### config.mk
export PLATFORM = sky130hd
export DESIGN_NAME = adc_uart_streamer
export DESIGN_NICKNAME = d
export VERILOG_FILES = /design/src/rtl/adc_uart_streamer.sv
export SDC_FILE = /design/constraint.sdc
export NUM_CORES = 1
export LEC_CHECK = 0
export BUFFER_PORTS_ARGS = -buffer_cell sky130_fd_sc_hd__buf_2
export CORE_MARGIN = 1
export CORE_UTILIZATION = 53
export CTS_BUF_LIST = sky130_fd_sc_hd__clkbuf_2 sky130_fd_sc_hd__clkbuf_4 sky130_fd_sc_hd__clkbuf_8
export CTS_CLUSTER_SIZE = 8
export DETAILED_ROUTE_END_ITERATION = 12
export PLACE_DENSITY = 0.67
export SLEW_MARGIN = 10
export SYNTH_ARGS = -nofsm -noshare
export SYNTH_HDL_FRONTEND = slang
export SYNTH_SLANG_ARGS = --single-unit
export TNS_END_PERCENT = 10
### constraint.sdc
create_clock -name clk -period 3.2 [get_ports clk]
set_clock_uncertainty 0.15 [all_clocks]
set_input_delay 0 -clock clk [delete_from_list [all_inputs] [get_ports clk]]
set_output_delay 0 -clock clk [all_outputs]
set_load 0.005 [all_outputs]
### src/rtl/adc_uart_streamer.sv
// ADC sample FIFO feeding a UART 8N1 transmitter, with a sticky overflow flag for dropped samples.
// Define ADC_UART_HEX_EN to send each sample as two ASCII hex digits followed by a line feed.
module adc_uart_streamer #(
  parameter int ADC_WIDTH       = 8,
  parameter int CLK_DIV         = 434,
  parameter int FIFO_DEPTH_BITS = 4
) (
  input  logic                       clk,
  input  logic                       rstn,
  input  logic [ADC_WIDTH-1:0]       sample_in,
  input  logic                       sample_valid,
  input  logic                       tx_enable,
  input  logic                       clr_ovf,
  output logic                       uart_tx,
  output logic                       busy,
  output logic [FIFO_DEPTH_BITS:0]   fifo_level,
  output logic                       overflow
);

  localparam int DEPTH = 1 << FIFO_DEPTH_BITS;
  localparam int CW    = $clog2(CLK_DIV);
  localparam int PW    = FIFO_DEPTH_BITS + 1;

  typedef enum logic [1:0] {IDLE = 2'd0, START = 2'd1, DATA = 2'd2, STOP = 2'd3} state_t;

  state_t         state_q, state_d;
  logic [CW-1:0]  cnt_q, cnt_d;
  logic [2:0]     bit_q, bit_d;
  logic [7:0]     byte_q, byte_d;
  logic           tx_q, tx_d;
  logic           busy_q, busy_d;
  logic           ovf_q, ovf_d;
  logic [PW-1:0]  wr_ptr_q, rd_ptr_q;
  logic [7:0]     mem_q [DEPTH];
  logic [PW-1:0]  level_s;
  logic           full_s, push_s, drop_s, pop_s, bit_end_s;
  logic [7:0]     ext_s, head_s;

`ifdef ADC_UART_HEX_EN
  logic [1:0]     chr_q, chr_d;
  logic [7:0]     samp_q, samp_d;

  function automatic logic [7:0] hex_char(input logic [3:0] n);
    hex_char = (n < 4'd10) ? (8'h30 + {4'h0, n}) : (8'h37 + {4'h0, n});
  endfunction
`endif

  assign level_s   = wr_ptr_q - rd_ptr_q;
  assign full_s    = (level_s == PW'(DEPTH));
  assign push_s    = sample_valid & ~full_s;
  assign drop_s    = sample_valid & full_s;
  assign head_s    = mem_q[rd_ptr_q[FIFO_DEPTH_BITS-1:0]];
  assign bit_end_s = (cnt_q == CW'(CLK_DIV - 1));

  assign uart_tx    = tx_q;
  assign busy       = busy_q;
  assign fifo_level = level_s;
  assign overflow   = ovf_q;

  // Zero-extend the sample to a full byte.
  always_comb begin
    ext_s = 8'h00;
    ext_s[ADC_WIDTH-1:0] = sample_in;
  end

  // Sample storage; contents need no reset.
  always_ff @(posedge clk) begin
    if (push_s) begin
      mem_q[wr_ptr_q[FIFO_DEPTH_BITS-1:0]] <= ext_s;
    end
  end

  // Drop detection uses the level before this edge, so a same-cycle pop cannot save the sample.
  always_comb begin
    if (drop_s) begin
      ovf_d = 1'b1;
    end else if (clr_ovf) begin
      ovf_d = 1'b0;
    end else begin
      ovf_d = ovf_q;
    end
  end

  // Transmit FSM: next state, baud counter and line value.
  always_comb begin
    state_d = state_q;
    cnt_d   = cnt_q + CW'(1);
    bit_d   = bit_q;
    byte_d  = byte_q;
    pop_s   = 1'b0;
    tx_d    = 1'b1;
`ifdef ADC_UART_HEX_EN
    chr_d   = chr_q;
    samp_d  = samp_q;
`endif
    case (state_q)
      IDLE: begin
        cnt_d = '0;
`ifdef ADC_UART_HEX_EN
        // A pending character finishes the sequence regardless of tx_enable.
        if (chr_q != 2'd0) begin
          byte_d  = (chr_q == 2'd1) ? hex_char(samp_q[3:0]) : 8'h0A;
          chr_d   = (chr_q == 2'd1) ? 2'd2 : 2'd0;
          state_d = START;
        end else if (tx_enable && (level_s != '0)) begin
          pop_s   = 1'b1;
          samp_d  = head_s;
          byte_d  = hex_char(head_s[7:4]);
          chr_d   = 2'd1;
          state_d = START;
        end else begin
          state_d = IDLE;
        end
`else
        if (tx_enable && (level_s != '0)) begin
          pop_s   = 1'b1;
          byte_d  = head_s;
          state_d = START;
        end else begin
          state_d = IDLE;
        end
`endif
      end
      START: begin
        tx_d = 1'b0;
        if (bit_end_s) begin
          state_d = DATA;
          cnt_d   = '0;
          bit_d   = 3'd0;
        end else begin
          state_d = START;
        end
      end
      DATA: begin
        tx_d = byte_q[bit_q];
        if (bit_end_s) begin
          cnt_d = '0;
          if (bit_q == 3'd7) begin
            state_d = STOP;
          end else begin
            bit_d = bit_q + 3'd1;
          end
        end else begin
          state_d = DATA;
        end
      end
      STOP: begin
        tx_d = 1'b1;
        if (bit_end_s) begin
          state_d = IDLE;
          cnt_d   = '0;
        end else begin
          state_d = STOP;
        end
      end
      default: begin
        state_d = IDLE;
        cnt_d   = '0;
      end
    endcase
`ifdef ADC_UART_HEX_EN
    busy_d = (state_d != IDLE) || (chr_d != 2'd0);
`else
    busy_d = (state_d != IDLE);
`endif
  end

  // State, pointers and registered outputs.
  always_ff @(posedge clk or negedge rstn) begin
    if (!rstn) begin
      state_q  <= IDLE;
      cnt_q    <= '0;
      bit_q    <= 3'd0;
      byte_q   <= 8'h00;
      tx_q     <= 1'b1;
      busy_q   <= 1'b0;
      ovf_q    <= 1'b0;
      wr_ptr_q <= '0;
      rd_ptr_q <= '0;
`ifdef ADC_UART_HEX_EN
      chr_q    <= 2'd0;
      samp_q   <= 8'h00;
`endif
    end else begin
      state_q  <= state_d;
      cnt_q    <= cnt_d;
      bit_q    <= bit_d;
      byte_q   <= byte_d;
      tx_q     <= tx_d;
      busy_q   <= busy_d;
      ovf_q    <= ovf_d;
      wr_ptr_q <= push_s ? (wr_ptr_q + PW'(1)) : wr_ptr_q;
      rd_ptr_q <= pop_s ? (rd_ptr_q + PW'(1)) : rd_ptr_q;
`ifdef ADC_UART_HEX_EN
      chr_q    <= chr_d;
      samp_q   <= samp_d;
`endif
    end
  end

endmodule

==> Yosys cells after proc, flatten, opt, wreduce, memory -nomap -nowiden <==
Memories as Yosys holds them, arrays and structs flattened. A register that Yosys moved wholly into a read port is not among the register bits.
Index checks and enable logic that the tools add are counted.
{ "classes": {"n_addsub": 5, "n_mul": 0, "div_mod_pow": 0, "magnitude_cmp": 1, "n_eq_ne": 9, "shift": 0, "muxes": 21, "bitwise": 3, "n_reduce_logical": 10} }
{ "op_table": {"columns": ["op", "n"], "rows": [
  ["$pmux 9 s2", 1],
  ["$add 5x1->5 const B", 2],
  ["$add 9x1->9 const B", 1],
  ["$eq 9x9->1 const B", 1],
  ["$mux 3", 3],
  ["$mux 9", 1],
  ["$mux 1", 8],
  ["$mux 2", 4],
  ["$pmux 2 s4", 1],
  ["$ne 2x2->1 const B", 3],
  ["$pmux 3 s2", 1],
  ["$reduce_bool 2->1", 3],
  ["$eq 5x5->1 const B", 1],
  ["$reduce_bool 5->1", 1],
  ["$sub 5x5->5", 1],
  ["$eq 2x2->1 const B", 2],
  ["$lt 3x4->1 const B", 1],
  ["$reduce_and 4->1", 1],
  ["$add 3x1->3 const B", 1],
  ["$bmux 1 s3", 1],
  ["$eq 3x3->1 const B", 1],
  ["$reduce_or 3->1", 1],
  ["$and 1x1->1", 2],
  ["$eq 2x1->1 const B", 1],
  ["other kinds (6)", 6]
]} }
{ "totals": {"ff_bits": 27, "latchBits": 0, "mem_bits_rw": 128, "mem_bits_ro": 0, "inputBits": 13, "output_inout_bits": 8, "word_cells": 58, "memories": 1} }
{ "memory_table": {"columns": ["name", "depth", "word_bits", "read_ports", "rd_ports_with_merged_regs", "write_ports", "line", "rtl"], "rows": [
  ["mem_q", 16, 8, 1, 1, 1, "34", "logic [7:0] mem_q [DEPTH];"]
]} }

==> Depth between registers and ports, before layout <==
Gate-level depths: netlist of the first run.
{ "logic_depth": {"depth_word": 6, "depth_mapped": 10, "ltp_nobuf": 9} }

==> Worst setup path after synthesis of the first run <==
No wires, ideal clock.
{ "synth_path": {"path_type": "register to register", "from": "register rd_ptr_q[1]", "to": "memory mem_q[10][0] (enable)", "setup_time_ns": 0.332, "arrival_ns": 2.405, "required_time_ns": 2.718, "path_slack_ns": 0.313, "stages_incl_launch_ff": 10, "path_buffers": 2, "synth_period_minus_slack_ns": 2.887, "cell_sequence": "dfrtp_1 > clkbuf_1 > inv_1 > fa_1 > nand3_1 > a21oi_1 > o221a_2 > nor2b_4 > buf_2 > and3_1"} }
{ "synth_between": {"elab_chain_cells": 6} }
{ "synth_lines": {"columns": ["element", "line", "rtl"], "rows": [
  ["start: declaration", "33", "logic [PW-1:0] wr_ptr_q, rd_ptr_q;"],
  ["start signal: assignment", "193", "rd_ptr_q <= pop_s ? (rd_ptr_q + PW'(1)) : rd_ptr_q;"],
  ["$sub 5x5->5", "48", "assign level_s = wr_ptr_q - rd_ptr_q;"],
  ["$eq 5x5->1", "49", "assign full_s = (level_s == PW'(DEPTH));"],
  ["$not 1->1", "50", "assign push_s = sample_valid & ~full_s;"],
  ["$and 1x1->1", "50", null],
  ["$mux 1", "68", "if (push_s) begin"],
  ["$mux 1 (implied by the code)", "69", "mem_q[wr_ptr_q[FIFO_DEPTH_BITS-1:0]] <= ext_s;"],
  ["end: declaration", "34", null]
]} }
Every way passes these cells.

==> Worst setup path after layout of the first run <==
{ "layout_path": {"from": "register wr_ptr_q[0]", "to": "memory mem_q[6][1] (enable)"} }
{ "layout_between": {"elab_chain_cells": 6} }
{ "layout_lines": {"columns": ["element", "line", "rtl"], "rows": [
  ["start: declaration", "33", null],
  ["start signal: assignment", "192", "wr_ptr_q <= push_s ? (wr_ptr_q + PW'(1)) : wr_ptr_q;"],
  ["$sub 5x5->5", "48", null],
  ["$eq 5x5->1", "49", null],
  ["$not 1->1", "50", null],
  ["$and 1x1->1", "50", null],
  ["$mux 1", "68", null],
  ["$mux 1 (implied by the code)", "69", null]
]} }
Parallel ways exist; a longest one is shown, timed or not.

==> reports/metrics.csv, run 1 <==
stage;metric;value;unit
critical_path;arrival;3020;ps
clocking;htreeDepth;4;
critical_path;rr_worst_depth;9;
placed_design;gp_congestion;0.8304;
global_routing;groute.layer.met2.usage;36.16;%
timing;fin_crit;3052;ps
synthesis;yosys_warnings;0;
global_routing;grt_pass1_vias;3651;
global_routing;grt_max_degree;36;
timing;fmax;327.7;MHz
min_path;hp-class;input pin to async pin;
synthesis;synth_fp_nets;410;
global_routing;grt.total_usage;22.46;%
route;drt_iter0_markers;331;
timing;finalCritPeriodShare;95.37;%
route;routed_wl;13.20;mm
floorplan;start_util;55.26;%
placed_design;port_buffers;20;
route;avgRoutedWirePerCell;21.63;um
route;ant_nets;0;
floorplan;die-area;13190;sq um
synthesis;yosysSeqAreaShare;69.96;%
critical_path;r2r-start;wr_ptr_q[0]$_DFFE_PN0P_;
floorplan;die_w;114.8;um
critical_path;required;3170;ps
clocking;path_clk_slew;80;ps
global_routing;antenna_found_initial;0;
route;vias;3544;
floorplan;rows;40;
layout;area_delta_synth_final;12.66;%
critical_path;slowest_stage;and3_1;
clocking;cts_buffers;17;
global_routing;grt-busiest-layer;met2;
critical_path;crit_path_end_kind;flip-flop;
critical_path;crit_start;wr_ptr_q[0]$_DFFE_PN0P_;
layout;drive_gt1_share;26.02;%
synthesis;ys.flop_type;edfxtp_1;
power_and_ir_drop;peakVddDrop;0.4202;mV
global_routing;gr-total-overflow;0;
critical_path;cpMostUsedCell;inv_1;
clocking;cts_buffer_depth;2;
clocking;root_buffer;clkbuf_8;
floorplan;core_area;12210;sq um
layout;nFillCells;924;
layout;final_cell_mix;edfxtp_1, mux4_2, dfrtp_1;
synthesis;postSynthAreaPerCell;17.62;sq um
placed_design;dp_hpwl;8.915;mm
critical_path;crit_family;simple AND/OR/NAND/NOR gates;
power_and_ir_drop;total_leakage_power;2.704;nW
floorplan;die_h;114.8;um
global_routing;grt_pass1_wl;20.39;mm
synthesis;synthArstFlopShare;21.47;%
status;status;complete, no violations;
power_and_ir_drop;p_per_area;634.0;nW/um^2
flow_run;max-cap-violations;0;
power_and_ir_drop;finalPower;4.820;mW
route;drc;0;
timing;finalHoldViolations;0;
critical_path;slowest_delay;440;ps
synthesis;synth_area;6748;sq um
route;drtPass1Iterations;5;
clocking;cts_setup_buffers;0;
critical_path;path_max_fanout;16;
critical_path;start_kind;flip-flop;
layout;diodes;0;
global_routing;gr-usage-met1;30.06;%
global_routing;grt_util_met3;6.800;%
timing;setup_tns;0;ps
timing;max_slew_margin;47.15;%
clocking;cts_tree;yes;
placed_design;preCtsSetupSlack;138.8;ps
floorplan;io-pin-count;21;
critical_path;path_cells;inv_1 -> ha_1 -> inv_1 -> fa_1 -> nand3_1 -> a21oi_1 -> o221a_2 -> nor2b_4 -> and3_1;
synthesis;synth_seq_cells;163;
synthesis;synth-edff-count;128;
clocking;clkSinkCount;163;
layout;final_common_cell;edfxtp_1;
critical_path;crit_buf_inv;2;
timing;setup_viol;0;
timing;slew_viol_final;0;
timing;tightest_slew;792.8;ps
critical_path;cp.depth;9;
clocking;clk_latency;450;ps
critical_path;crit_type;flip-flop to flip-flop;
route;vias_per_cell;5.810;
synthesis;syn_inst;383;
synthesis;synthDistinctLibCells;43;
layout;final_nets;457;
timing;setup_ws;148.2;ps
==> metal layers <==
layer / share of wire [%] / up-vias
li1: - / 1596
met1: 44 / 1831
met2: 49 / 104
met3: 5.9 / 13
met4: 1.2 / 0
met5: 0 / -
==> flip-flops by register name (all words and copies together) (netlist names) <==
register,count
mem_q,128
cnt_q,9
byte_q,8
rd_ptr_q,5
wr_ptr_q,5
bit_q,3
state_q,2
busy,1
overflow,1
uart_tx,1
==> synthesized netlist by cell type, types with 8 or more instances <==
cell type / n / area share, %
nand2_1: 15 / 0.83
mux2_1: 8 / 1.3
xor2_1: 8 / 1.0
nor2_1: 25 / 1.4
inv_1: 10 / 0.56
edfxtp_1: 128 / 57
mux4_2: 34 / 11
dfrtp_1: 34 / 13
ha_1: 13 / 2.4
and3_1: 21 / 1.9
xnor2_1: 10 / 1.3
o22ai_1: 16 / 1.5
==> what timing repair did <==
| action | in CTS | in global routing |
|---|---|---|
| resized for setup | 0 | 13 |
| hold buffers | 13 | 0 |
| endpoints found under the hold margin | 183 | 0 |
| endpoints found under the setup margin | 0 | 102 |
==> logic make-up (layout without fill, tap and decap cells) <==
logic type	after synthesis	after routing	share of synthesized area, %
mux	45	45	13.17
fa+ha+maj	14	14	2.707
compound gates	37	37	3.467
buf+inv	22	81	1.576
simple gates	84	84	6.787
flops	163	163	69.96
xor+xnor	18	18	2.336
==> path summary, 6_finish.rpt <==
path | end | slack, ps
max in group asynchronous | rd_ptr_q[0]$_DFFE_PN0P_ | 2340
worst max-delay path | mem_q[6][1]$_DFFE_PP_ | 150
worst min register to register | cnt_q[0]$_DFF_PN0_ | 340
min in group clk | rd_ptr_q[3]$_DFFE_PN0P_ | 260
worst max register to register | mem_q[6][1]$_DFFE_PP_ | 150
worst min-delay path | wr_ptr_q[3]$_DFFE_PN0P_ | 20
==> through the flow <==
stage	area [sq um]	util [%]	instances	hold WS (ps)
floorplan	6748	-	383	-445.6
global placement	7043	57.67	566	-31.58
detailed placement	7043	57.67	566	-18.97
CTS	7586	62.12	610	19.11
global route	7602	62.25	610	67.90
finish	7602	62.25	610	22.76
==> layout make-up <==
| type | count | area [sq um] | area share (%) |
|---|---|---|---|
| sequential | 163 | 4722 | 62.11 |
| multi-input combinational | 198 | 1937 | 25.48 |
| timing repair buffer | 40 | 282.8 | 3.720 |
| clock buffer | 19 | 249.0 | 3.275 |
| tap | 168 | 210.2 | 2.765 |
| clock inverter | 12 | 163.9 | 2.156 |
| inverter | 10 | 37.54 | 0.4937 |
==> where the power goes <==
part           total [mW]  internal (mW)  switching (mW)
Sequential           2.57           2.49          0.0803
Combinational       0.689          0.261           0.428
Clock                1.56          0.852           0.710
Total                4.82           3.60            1.22
Power figures use the tool's default switching activity.
==> inputs of run 2 (changes only) <==
--- a/config.mk
+++ b/config.mk
@@ -12,6 +12,7 @@
 export CTS_CLUSTER_SIZE = 8
 export DETAILED_ROUTE_END_ITERATION = 12
 export PLACE_DENSITY = 0.67
+export REMOVE_ABC_BUFFERS = 1
 export SLEW_MARGIN = 10
 export SYNTH_ARGS = -nofsm -noshare
 export SYNTH_HDL_FRONTEND = slang
==> run 2 against run 1 <==
Fmax rose by 1.6%. Hold slack got worse by 10 ps. Clock-buffer cell count did not move. Total power rose by 0.16%. Die area did not move. Core utilization barely moved. Sequential share of layout area barely moved. First-iteration DRC count fell by 21%. Register-to-register slack improved by 50 ps. Largest cell class unchanged.
==> reports/metrics.csv, run 2 (synthesis results as in run 1) <==
stage;metric;value;unit;change
status;status;complete, no violations;;unchanged
timing;finalCritPeriodShare;93.90;%;was 95.37%
power_and_ir_drop;total_leakage_power;2.709;nW;was 2.704 nW
critical_path;crit_start;wr_ptr_q[0]$_DFFE_PN0P_;;unchanged
clocking;cts_buffer_depth;2;;unchanged
timing;grt_setup_unrepaired;no;;
clocking;root_buffer;clkbuf_8;;unchanged
placed_design;dp_hpwl;9.175;mm;was 8.915 mm
placed_design;port_buffers;20;;unchanged
timing;fmax;332.8;MHz;was 327.7 MHz
route;drtPass1Iterations;4;;was 5
floorplan;die-area;13190;sq um;unchanged
clocking;clk_latency;460;ps;was 450 ps
critical_path;crit_path_end_kind;flip-flop;;unchanged
floorplan;rows;40;;unchanged
floorplan;die_h;114.8;um;unchanged
clocking;clkSinkCount;163;;unchanged
global_routing;grt.total_usage;23.62;%;was 22.46%
global_routing;grt_pass1_wl;21.36;mm;was 20.39 mm
critical_path;crit_type;flip-flop to flip-flop;;unchanged
floorplan;core_area;12210;sq um;unchanged
layout;diodes;0;;unchanged
floorplan;die_w;114.8;um;unchanged
floorplan;start_util;55.26;%;unchanged
min_path;hp-class;input pin to async pin;;unchanged
critical_path;arrival;3020;ps;about the same
layout;nFillCells;907;;was 924
route;drt_iter0_markers;263;;was 331
floorplan;io-pin-count;21;;unchanged
clocking;path_clk_slew;90;ps;was 80 ps
clocking;cts_tree;yes;;unchanged
timing;slew_viol_final;0;;unchanged
timing;holdWs;12.28;ps;was 22.76 ps
route;avgRoutedWirePerCell;22.24;um;was 21.63 um
critical_path;path_max_fanout;17;;was 16
route;vias;3561;;was 3,544
critical_path;required;3210;ps;was 3170 ps
global_routing;gr-total-overflow;0;;unchanged
clocking;cts_buffers;17;;unchanged
layout;final_util;62.26;%;was 62.25%
global_routing;grt_pass1_vias;3698;;was 3,651
timing;finalHoldViolations;0;;unchanged
global_routing;antenna_found_initial;0;;unchanged
timing;max_slew_margin;46.87;%;was 47.15%
power_and_ir_drop;p_per_area;635.0;nW/um^2;was 634.0 nW/um^2
timing;fin_crit;3005;ps;was 3052 ps
layout;final_cell_mix;edfxtp_1, mux4_2, dfrtp_1;;unchanged
timing;setup_viol;0;;unchanged
route;ant_nets;0;;unchanged
critical_path;r2r-start;wr_ptr_q[0]$_DFFE_PN0P_;;unchanged
layout;drive_gt1_share;23.25;%;was 26.02%
timing;tightest_slew;797.0;ps;was 792.8 ps
critical_path;start_kind;flip-flop;;unchanged
flow_run;max-cap-violations;0;;unchanged
global_routing;grt_max_degree;36;;unchanged
route;routed_wl;13.59;mm;was 13.20 mm
placed_design;gp_congestion;0.8534;;was 0.8304
clocking;htreeDepth;4;;unchanged
route;drc;0;;unchanged
layout;largest_reg_flops;128;;unchanged
power_and_ir_drop;peakVddDrop;0.4297;mV;was 0.4202 mV
layout;area_delta_synth_final;12.68;%;was 12.66%
layout;final_nets;457;;unchanged
layout;final_common_cell;edfxtp_1;;unchanged
route;vias_per_cell;5.828;;was 5.810
## run 2: changes by cell type in the layout (fill, tap and decap cells not counted)
| cell | before | now |
|---|---|---|
| clkinv_2 | 5 | 0 |
| bufinv_16 | 4 | 3 |
| clkinvlp_4 | 2 | 3 |
| inv_6 | 0 | 6 |
| and3_2 | 13 | 0 |
| buf_4 | 7 | 6 |
| and3_1 | 8 | 21 |
| buf_12 | 0 | 1 |
## run 2: routing by layer
metal / vias to the layer above / wire [um] / part of all wire (%) / global-route usage, %
li1: 1598 / - / - / -
met1: 1828 / 5592 / 41 / 30.36
met2: 113 / 6926 / 51 / 38.79
met3: 22 / 789 / 5.8 / 5.904
met4: 0 / 281 / 2.1 / 9.957
met5: - / 0 / 0 / 0
## run 2: what timing repair did
action,CTS,global route
resized for setup,0,0
endpoints found under the hold margin,183,0
hold buffers,13,0
buffers inserted,0,0
## run 2: layout make-up
type	count	area (sq um)	share of cell area (%)
Tap cell	168	210.2	2.765
Multi-Input combinational cell	198	1921	25.26
Inverter	10	37.54	0.4937
Clock inverter	13	168.9	2.221
Timing Repair Buffer	40	295.3	3.883
Clock buffer	19	249.0	3.275
Sequential cell	163	4722	62.10
## run 2: report_power, final
| group | internal (mW) | total (mW) | leakage (nW) | switching [mW] |
|---|---|---|---|---|
| Combinational | 0.261 | 0.691 | 0.902 | 0.430 |
| Clock | 0.800 | 1.56 | 0.203 | 0.765 |
| Sequential | 2.49 | 2.57 | 1.60 | 0.0820 |
| Total | 3.55 | 4.83 | 2.71 | 1.28 |
## run 2: worst max-delay path: stages, from the launching register on
cell,delay [ps]
dfrtp_1,420
inv_1,150
ha_1,180
inv_1,50
fa_1,400
xor2_1,200
nor3_1,290
o221a_2,340
nor2b_4,60
buf_12,150
and3_1,300
## run 2: through the flow
step	instances	setup WS [ps]	cell area (sq um)	total power, mW	TNS [ps]
finish	611	195.3	7604	4.828	0
global route	611	30.39	7604	5.040	0
CTS	611	186.5	7604	4.847	0
detailed placement	566	220.0	7056	3.294	0
global placement	566	332.9	7056	3.282	0
floorplan	371	-622.6	6679	2.981	-85740
## run 2: final timing paths
kind | end | cells past startpoint | slack, ps
worst max register to register | mem_q[13][5]$_DFFE_PP_ | 10 | 200
max in group asynchronous | rd_ptr_q[0]$_DFFE_PN0P_ | 2 | 2340
worst min-delay path | wr_ptr_q[4]$_DFFE_PN0P_ | 2 | 10
worst min register to register | byte_q[2]$_DFFE_PN0P_ | 1 | 350
min in group clk | rd_ptr_q[3]$_DFFE_PN0P_ | 4 | 250
worst max-delay path | mem_q[13][5]$_DFFE_PP_ | 10 | 200
